--- config.mk ---
export PLATFORM = sky130hd
export DESIGN_NAME = pad_serializer_multi
export DESIGN_NICKNAME = d
export VERILOG_FILES = /design/src/rtl/pad_serializer_pkg.sv /design/src/rtl/pad_debouncer.sv /design/src/rtl/pad_serializer_multi.sv
export SDC_FILE = /design/constraint.sdc
export NUM_CORES = 1
export LEC_CHECK = 0
export ABC_AREA = 1
export CORE_UTILIZATION = 40
export CTS_CLUSTER_DIAMETER = 50
export CTS_CLUSTER_SIZE = 10
export DETAILED_ROUTE_END_ITERATION = 12
export HOLD_SLACK_MARGIN = 0.12
export PLACE_DENSITY_LB_ADDON = 0.12
export SYNTH_ARGS = -nofsm -noshare
export SYNTH_HDL_FRONTEND = slang
export SYNTH_SLANG_ARGS = --single-unit
--- constraint.sdc ---
create_clock -name clk -period 1.86 [get_ports clk]
set_input_delay 0.372 -clock clk [delete_from_list [all_inputs] [get_ports clk]]
set_output_delay 0.372 -clock clk [all_outputs]
set_load 0.05 [all_outputs]
--- src/rtl/pad_serializer_pkg.sv ---
`default_nettype none
// ============================================================================
//  Module      : pad_serializer_pkg
//  Description : Shared constants for the multi-player pad serializer.
//  Revision    : 1.0 - initial release
// ============================================================================
package pad_serializer_pkg;

  // Width and saturation value of the shifts-since-latch counter
  localparam int                         SHIFT_COUNT_W   = 5;
  localparam logic [SHIFT_COUNT_W-1:0]   SHIFT_COUNT_MAX = 5'd31;

  // Default number of clk cycles between debounce samples
  localparam logic [15:0]                DEFAULT_DEBOUNCE_DIV = 16'd1024;

endpackage : pad_serializer_pkg
`default_nettype wire

--- src/rtl/pad_debouncer.sv ---
`default_nettype none
// ============================================================================
//  Module      : pad_debouncer
//  Description : Optional 2-flop synchronizer followed by a sampled debouncer.
//                A bit is accepted only when two consecutive samples agree.
//  Revision    : 1.0 - initial release
// ============================================================================
module pad_debouncer
  import pad_serializer_pkg::*;
#(
  parameter int          WIDTH        = 24,
  parameter logic [15:0] DEBOUNCE_DIV = DEFAULT_DEBOUNCE_DIV,
  parameter bit          SYNC_INPUTS  = 1'b1
) (
  input  logic             clk,
  input  logic             reset,
  input  logic [WIDTH-1:0] raw,
  output logic [WIDTH-1:0] btn_state
);

  logic [WIDTH-1:0] synced;
  logic [WIDTH-1:0] last_sample;
  logic [WIDTH-1:0] agree;
  logic [15:0]      div_cnt;
  logic             tick;

  generate
    if (SYNC_INPUTS) begin : g_sync
      logic [WIDTH-1:0] meta;
      logic [WIDTH-1:0] stable;

      // Two-flop synchronizer for possibly asynchronous button inputs
      always_ff @(posedge clk) begin
        if (reset) begin
          meta   <= '0;
          stable <= '0;
        end else begin
          meta   <= raw;
          stable <= meta;
        end
      end

      assign synced = stable;
    end else begin : g_direct
      assign synced = raw;
    end
  endgenerate

  assign tick  = (div_cnt == (DEBOUNCE_DIV - 16'd1));
  assign agree = ~(synced ^ last_sample);

  // Free-running sample divider, wraps after DEBOUNCE_DIV cycles
  always_ff @(posedge clk) begin
    if (reset) begin
      div_cnt <= '0;
    end else if (tick) begin
      div_cnt <= '0;
    end else begin
      div_cnt <= div_cnt + 16'd1;
    end
  end

  // On each sample tick, accept bits whose last two samples agree
  always_ff @(posedge clk) begin
    if (reset) begin
      last_sample <= '0;
      btn_state   <= '0;
    end else if (tick) begin
      last_sample <= synced;
      btn_state   <= (agree & synced) | (~agree & btn_state);
    end
  end

endmodule : pad_debouncer
`default_nettype wire

--- src/rtl/pad_serializer_multi.sv ---
`default_nettype none
// ============================================================================
//  Module      : pad_serializer_multi
//  Description : Emulates PLAYERS SNES-style serial gamepads. Debounced
//                buttons are parallel-loaded on pad_latch and shifted out
//                LSB first on each pad_clk rising edge.
//  Revision    : 1.0 - initial release
// ============================================================================
module pad_serializer_multi
  import pad_serializer_pkg::*;
#(
  parameter int          PLAYERS      = 2,
  parameter int          BUTTONS      = 12,
  parameter logic [15:0] DEBOUNCE_DIV = DEFAULT_DEBOUNCE_DIV,
  parameter logic        FILL_VALUE   = 1'b1,
  parameter bit          SYNC_INPUTS  = 1'b1
) (
  input  logic                       clk,
  input  logic                       reset,
  input  logic [PLAYERS*BUTTONS-1:0] pad_btn,
  input  logic                       pad_latch,
  input  logic                       pad_clk,
  output logic [PLAYERS-1:0]         pad_out,
  output logic [PLAYERS*BUTTONS-1:0] btn_state,
  output logic [SHIFT_COUNT_W-1:0]   shift_count
);

  // Bit pattern OR-ed into the MSB on every shift
  localparam logic [BUTTONS-1:0] FILL_MASK =
    FILL_VALUE ? (BUTTONS'(1) << (BUTTONS - 1)) : '0;

  generate
    if (PLAYERS < 1 || PLAYERS > 4) begin : g_bad_players
      $error("pad_serializer_multi: PLAYERS must be 1..4");
    end
    if (BUTTONS < 1 || BUTTONS > 16) begin : g_bad_buttons
      $error("pad_serializer_multi: BUTTONS must be 1..16");
    end
    if (DEBOUNCE_DIV < 16'd1) begin : g_bad_div
      $error("pad_serializer_multi: DEBOUNCE_DIV must be >= 1");
    end
  endgenerate

  logic pad_clk_q;
  logic rise;

  pad_debouncer #(
    .WIDTH        (PLAYERS*BUTTONS),
    .DEBOUNCE_DIV (DEBOUNCE_DIV),
    .SYNC_INPUTS  (SYNC_INPUTS)
  ) u_debouncer (
    .clk       (clk),
    .reset     (reset),
    .raw       (pad_btn),
    .btn_state (btn_state)
  );

  assign rise = pad_clk & ~pad_clk_q;

  // Edge register for the host serial clock; updates even during a latch
  always_ff @(posedge clk) begin
    if (reset) begin
      pad_clk_q <= 1'b0;
    end else begin
      pad_clk_q <= pad_clk;
    end
  end

  // Shifts since the last latch, saturating so long reads never wrap
  always_ff @(posedge clk) begin
    if (reset) begin
      shift_count <= '0;
    end else if (pad_latch) begin
      shift_count <= '0;
    end else if (rise && (shift_count != SHIFT_COUNT_MAX)) begin
      shift_count <= shift_count + 1'b1;
    end
  end

  generate
    for (genvar p = 0; p < PLAYERS; p++) begin : g_player
      logic [BUTTONS-1:0] shift_reg;

      // Load wins over shift; a shift moves data toward bit 0 and refills the MSB
      always_ff @(posedge clk) begin
        if (reset) begin
          shift_reg <= '0;
        end else if (pad_latch) begin
          shift_reg <= btn_state[p*BUTTONS +: BUTTONS];
        end else if (rise) begin
          shift_reg <= (shift_reg >> 1) | FILL_MASK;
        end
      end

      assign pad_out[p] = shift_reg[0];
    end
  endgenerate

endmodule : pad_serializer_multi
`default_nettype wire

Yosys cells after proc, flatten, opt, wreduce, memory -nomap -nowiden --
Index checks and enable logic that the tools add are counted.
Cells by class: $add $sub $neg 2, equal/unequal tests 2, muxes and demuxes 4, bitwise logic cells 8, reduce and logical (&&, ||, !) cells 4
Operators by type and width (number):
- $and 24x24->24 | 2
- $mux 12 | 4
- $not 24->24 | 2
- $or 24x24->24 | 1
- $xor 24x24->24 | 1
- $add 16x1->16 const B | 1
- $eq 16x10->1 const B | 1
- $add 5x1->5 const B | 1
- $ne 5x5->1 const B | 1
- $reduce_or 2->1 | 2
- $reduce_bool 2->1 | 1
- $and 1x1->1 | 1
- $logic_and 1x1->1 | 1
- $not 1->1 | 1
Storage, ports and cells: register bits after elaboration 142, input port bits 28, logic and storage cells 29

Logic depth before layout (Yosys ltp) --
Gate-level depths: netlist of the first run.
depth in word-level cells 5, mapped depth 9, depth with buffers taken out 8

Hierarchy --
Synthesis of the first run repeated with hierarchy kept, for this count alone.
Second synthesis, totals: cells, all modules 742, area, all modules 5819.3 um^2
Modules (own cells, without submodules):
- pad_debouncer | instances 1, cells each 523, area an instance 4365.4 um^2, seq. area each 2242.2 um^2
- pad_serializer_multi | instances 1, cells each 219, area an instance 1453.9 um^2, seq. area each 600.6 um^2

Worst setup path before layout of the first run --
No wires, ideal clock.
path kind flip-flop to flip-flop, from reg shift_count[1], to reg shift_count[0], setup time 0.070 ns, arrival 1.568 ns, slack 0.222 ns, cell stages (with the launch flop) 9, period minus slack after synthesis 1.638 ns, cell sequence dfxtp_1 -> ha_1 -> inv_1 -> nor3_1 -> ha_1 -> nor2_1 -> inv_1 -> o21ai_0 -> a21oi_1
Between the ends: cells in the longest elaborated chain, start to end 2
RTL lines:
- start: declaration | line pad_serializer_multi.sv:25 | output logic [SHIFT_COUNT_W-1:0] shift_count
- start signal: assignment | line pad_serializer_multi.sv:76 | shift_count <= shift_count + 1'b1;
- $ne 5x5->1 | line pad_serializer_multi.sv:75 | end else if (rise && (shift_count != SHIFT_COUNT_MAX)) begin
- $logic_and 1x1->1 | line pad_serializer_multi.sv:75
No other way between the ends. A chain may end at the register's enable or synchronous reset.

Worst setup path in the final report of the first run --
from reg u_debouncer.div_cnt[0], to reg u_debouncer.div_cnt[2]
Between the ends: cells in the longest elaborated chain, start to end 2
RTL lines:
- start: declaration | line pad_debouncer.sv:24 | logic [15:0] div_cnt;
- start signal: assignment | line pad_debouncer.sv:59 | div_cnt <= div_cnt + 16'd1;
- parallel branches: the longest is 2 deep, another holds $add 16x1->16
Parallel ways; which one is timed is not known.

==> results.toml, run 1 <==
[yosys]
synth_top_area_share_pct = 52.4
synth_seq_cells = 142
synth_compound_area_share_pct = 9.78
synth_fa_ha_area_share_pct = 0.692
synth_warnings = 0
synth-simple-area-share_pct = 24.3
synth_cell_types = 27
synth_flop_cell = "dfxtp_1"
synth_top_family_by_area = "simple AND/OR/NAND/NOR gates"
postSynthAreaPerCell_um2 = 7.90
netlist_top_cells_count = "nand2_1 (147), dfxtp_1 (142), nor2_1 (92)"
syn_nets = 717
synthArstFlopShare_pct = 0
netlist_area_um2 = 5420
synth-edff-count = 0
ys_seq_area_share_pct = 52.4
synth_xor_xnor_area_share_pct = 4.68
yosysMostFrequentCell = "nand2_1"
synth_area_leaders = "dfxtp_1 (52%), nand2_1 (10%), nor2_1 (6.4%)"
yosys.area.top_type = "dfxtp_1"
netlist_instances = 686
synthMuxAreaShare_pct = 0

[detailed_routing]
wl_per_cell_um = 12.3
drt_first_pass_iters = 8
drtIter0Drc = 289
antenna_left = 0
vias_per_cell = 4.71
wl_mm = 11.4
drc = 1
vias = 4370

[clock_network]
clkSinkCount = 142
clockRootBuffer = "clkbuf_16"
clk_pin_slew_ps = 60
cts_buffers = 17
ctsHoldBuffers = 0
clock_latency_ps = 410
cts_max_level = 4
cts_tree = "yes"
cts.path.max_buffers = 2

[power_and_ir_drop]
vdd_drop_max_uv = 600
cellLeakagePower_nw = 2.53
seqPwrFrac_pct = 45.1
power.net_switching_mw = 1.47
p_int_mw = 5.58
p_sw_share_pct = 20.8
comb_power_share_pct = 4.4
power_density_nw_per_um2 = 1040
pwr-share-clk_pct = 50.5

[place]
dp_hpwl_mm = 7.48
port_buffers = 58
placed_cells = 895
gp_congestion = 0.784

[worst_setup_path]
critical_path.top_delay_family = "simple AND/OR/NAND/NOR gates"
path_max_fanout = 16
cp-end-kind = "flop"
path_buf_inv = 2
cp.required_ps = 2170
cp_slowest_cell = "dfxtp_1"
cp_data_arrival_time_ps = 1990
crit_type = "reg2reg"
start_kind = "flop"
cpPeakStageDelay_ps = 350
path_cells = "ha_2, nand3_2, nor3_4, nand2_2, buf_6, nand2_1, buf_8, nor3b_1"

[global_routing]
grt_util_all_layers_pct = 17.5
first_global_vias = 4011
globalRouteOverflowTotal = 0
antenna_found_initial = 0
grt_first_pass_wirelength_mm = 19.3
grt_start_max_net_pins = 49

[sta]
fmax_ghz = 0.593
report.final.slew_viol_count = 0
slew_headroom_pct = 72.1
setup_viol = 0
period_needed_ps = 1690
setup-tns-final_ps = 0
report.final.hold_viol_count = 0
clock_skew_ps = 5.14
fin_crit_sh_pct = 90.7
rsz0062_at_grt = "false"
worstMarginPinSlew_ps = 416

[cells_and_area]
antenna_cells = 0
layout-drive-gt1-share_pct = 11.3
seqCellArea_um2 = 2840
layoutNonFillerInstCount = 928
final.fill_count = 1307
synthToLayoutAreaGrowth_pct = 24.8
finalNetCount = 770
multi_input_area_um2 = 2150

[run]
drv_cap = 0

[floorplan]
fp.coreArea_um2 = 13200
io_pins = 59
dieWidth_um = 118
fp.dieH_um = 118
initial_core_util_pct = 40.9
std_cell_rows = 42
dieArea_um2 = 14000

[worst_hold_path]
hold_path_class = "in2reg"

[run_status]
outcome = "complete, but fails checks"
violations = "design-rule violations"
timing repair:
item | 4_1_cts | 5_1_grt
setup endpoints to repair | 0 | 40
resized for setup | 0 | 7
setup buffers | 0 | 1
cells in the final DEF (no fill, tap or decap), types with 3 or more instances in the layout:
cell type and n:
clkbuf_16 17, xnor2_1 26, bufinv_16 4, inv_1 68, a311oi_1 20, nor2_1 92
buf_12 3, clkdlybuf4s50_1 26, xor2_1 3, nand4_1 27, nand2_1 147, dfxtp_1 142
o21ai_0 8, nor3_1 10, a21oi_1 59, buf_4 42, nand3_1 28, clkinvlp_4 3
clkbuf_1 3
cell families after synthesis:
| family | count (synthesis) |
|---|---|
| and+or+nand+nor | 312 |
| adders and majority gates | 3 |
| buffers and inverters | 110 |
| xor gates and xnor gates | 29 |
| DFF | 142 |
| AOI/OAI and AO/OA | 90 |
power by group through the flow:
| stage | logic (mW) | registers, mW | clock network (mW) |
|---|---|---|---|
| floorplan | 0.192 | 3.24 | 0 |
| global placement | 0.302 | 3.25 | 0 |
| detailed placement | 0.308 | 3.25 | 0 |
| CTS | 0.309 | 3.18 | 3.62 |
| global route | 0.348 | 3.19 | 3.78 |
| finish | 0.307 | 3.18 | 3.56 |
stage by stage:
step | total power [mW] | cell area [µm²] | util, % | setup slack, ps | hold WS (ps)
after floorplan | 3.43 | 5420 | - | 222 | 388
after global placement | 3.55 | 6110 | 46.2 | 157 | 392
after detailed placement | 3.56 | 6110 | 46.2 | 83.9 | 393
after CTS | 7.11 | 6740 | 50.9 | 58.0 | 348
after global routing | 7.32 | 6770 | 51.1 | 29.2 | 367
final | 7.05 | 6770 | 51.1 | 173 | 369
cell type report:
class	count	share of cell area (%)
repair buffers	73	9.78
multi-input cells	434	31.7
inverters	71	3.98
clock buffers	22	6.86
flip-flops and latches	142	42.0
well taps	176	3.25
clock inverters	10	2.39
routing by layer:
metal / GRT usage, % / wire [µm] / up-vias
met3: 4.83 / 469 / 16
met2: 25.7 / 4950 / 88
met5: 0 / 0 / -
met4: 7.67 / 201 / 0
li1: - / - / 2316
met1: 23.9 / 5820 / 1950
path summary, 6_finish.rpt:
check,slack [ps],depth (start not counted),to,start
hold reg to reg,400,2,u_debouncer.g_sync.stable[5],u_debouncer.g_sync.meta[5]
setup / recovery,170,8,u_debouncer.div_cnt[2],u_debouncer.div_cnt[0]
setup reg to reg,170,8,u_debouncer.div_cnt[2],u_debouncer.div_cnt[0]
hold / removal,370,2,flop,reset
No activity file was read; power rests on OpenSTA's default activity.
==> run 2: changes to the inputs <==
--- a/config.mk
+++ b/config.mk
@@ -12,6 +12,7 @@
 export DETAILED_ROUTE_END_ITERATION = 12
 export HOLD_SLACK_MARGIN = 0.12
 export PLACE_DENSITY_LB_ADDON = 0.12
+export SETUP_SLACK_MARGIN = 0.02
 export SYNTH_ARGS = -nofsm -noshare
 export SYNTH_HDL_FRONTEND = slang
 export SYNTH_SLANG_ARGS = --single-unit
==> results of run 2 <==
The final DEF is identical to that of run 1; final timing and power are the same.
==> run 3: changes to the inputs <==
==> constraint.sdc (replaced) <==
create_clock -name clk -period 1.77 [get_ports clk]
set_input_delay 0.354 -clock clk [delete_from_list [all_inputs] [get_ports clk]]
set_output_delay 0.354 -clock clk [all_outputs]
set_load 0.05 [all_outputs]
==> run 3 against run 2 <==
Sequential share of layout area hardly changed. The flow still finishes with violations (design-rule violations). Worst setup slack worse by 10 ps. Final cell count increased by 0.22%. Critical endpoint is now u_debouncer.last_sample[19]. Critical path type unchanged. Worst hold slack got worse by 42 ps. Non-clock buffer count is 2 higher. Power is 0.59% lower. Sequential cell count stayed put. Largest cell class unchanged.
==> results.toml, run 3 (synthesized netlist as in run 1, its figures left out) <==
[global_routing]
antenna_found_initial = 0
grt_start_max_net_pins = 52
grt_util_all_layers_pct = 17.4
grt_first_pass_wirelength_mm = 19.3
first_global_vias = 4016
globalRouteOverflowTotal = 0

[power_and_ir_drop]
p_total_mw = 7.01
cellLeakagePower_nw = 2.52
vdd_drop_max_uv = 591
power_density_nw_per_um2 = 1040

[detailed_routing]
drt_first_pass_iters = 8
vias = 4403
wl_mm = 11.7
drc = 1
wl_per_cell_um = 12.5
drtIter0Drc = 289
antenna_left = 0
vias_per_cell = 4.73

[sta]
report.final.slew_viol_count = 0
worstMarginPinSlew_ps = 427
period_needed_ps = 1610
report.final.hold_viol_count = 0
rsz0062_at_grt = "false"
setup_viol = 0
clock_skew_ps = 5.60
slew_headroom_pct = 71.3
fin_crit_sh_pct = 90.8
fmax_ghz = 0.622
setup-tns-final_ps = 0

[worst_setup_path]
crit_type = "reg2reg"
path_max_fanout = 13
start_kind = "flop"
cp.required_ps = 2110
cp_data_arrival_time_ps = 1950
cp-end-kind = "flop"

[floorplan]
fp.dieH_um = 118
dieArea_um2 = 14000
dieWidth_um = 118
std_cell_rows = 42
io_pins = 59
fp.coreArea_um2 = 13200
initial_core_util_pct = 40.9

[clock_network]
clockRootBuffer = "clkbuf_16"
cts_tree = "yes"
cts_buffers = 17
clk_pin_slew_ps = 60
clock_latency_ps = 410
ctsHoldBuffers = 0
cts.path.max_buffers = 2
clkSinkCount = 142
cts_max_level = 4

[cells_and_area]
multi_input_area_um2 = 2140
synthToLayoutAreaGrowth_pct = 24.8
antenna_cells = 0
layout_commonest_cell = "nand2_1"
seqCellArea_um2 = 2840
final.fill_count = 1329
layout-drive-gt1-share_pct = 11.8
mostFrequentLayoutCells = "nand2_1 (147), dfxtp_1 (142), nor2_1 (92)"
finalNetCount = 772

[place]
port_buffers = 58
dp_hpwl_mm = 7.61
gp_congestion = 0.803

[run]
drv_cap = 0

[worst_hold_path]
hold_path_class = "in2reg"

[run_status]
outcome = "complete, but fails checks"
violations = "design-rule violations"
[run 3: path summary, 6_finish.rpt]
check / start / endpoint / slack, ps / depth (start not counted)
worst max register to register: u_debouncer.div_cnt[0] / u_debouncer.last_sample[19] / 160 / 8
worst min register to register: u_debouncer.g_sync.meta[23] / u_debouncer.g_sync.stable[23] / 400 / 2
worst max-delay path: u_debouncer.div_cnt[0] / u_debouncer.last_sample[19] / 160 / 8
worst min-delay path: reset / pad_clk_q / 330 / 2
[run 3: critical path: stages, from the launching register on]
cell and delay [ps]:
dfxtp_1 350, ha_1 210, nand3_2 120, nor3_4 220, nand2_2 150, inv_4 140, buf_12 150, nand2_1 50
a21oi_1 140
[run 3: final cells by class]
| class | count | area share, % |
|---|---|---|
| Inverter | 71 | 3.98 |
| Tap cell | 176 | 3.26 |
| Clock buffer | 17 | 6.29 |
| Clock inverter | 15 | 2.11 |
| Sequential cell | 142 | 42.0 |
| Timing Repair Buffer | 75 | 10.7 |
| Multi-Input combinational cell | 434 | 31.7 |
[run 3: timing repair]
item	CTS	global route
gates resized for setup	0	2
hold endpoints to repair	0	0
buffers inserted	0	1
endpoints found under the setup margin	0	22
[run 3: per-stage QoR]
step / instances / setup WS [ps] / hold WS (ps) / utilization [%] / instance area (µm²)
3_5_place_dp: 896 / 93.4 / 393 / 46.5 / 6160
6_report: 930 / 163 / 327 / 51.1 / 6770
5_1_grt: 930 / 19.2 / 315 / 51.1 / 6770
4_1_cts: 928 / 50.4 / 302 / 50.8 / 6730
3_3_place_gp: 896 / 136 / 394 / 46.5 / 6160
2_1_floorplan: 686 / 132 / 388 / - / 5420
[run 3: routing by layer]
| layer | vias to the layer above | share of wire (%) | track usage (%) |
|---|---|---|---|
| li1 | 2312 | - | - |
| met1 | 2001 | 50 | 23.5 |
| met3 | 5 | 4.1 | 5.16 |
| met4 | 0 | 0.69 | 5.78 |
| met5 | - | 0 | 0 |
| met2 | 85 | 45 | 26.7 |
[run 3: where the power goes]
group	total [mW]	internal [mW]	switching (mW)
registers	3.34	3.29	0.0531
logic	0.324	0.145	0.179
clock network	3.34	1.95	1.39
total	7.01	5.38	1.63
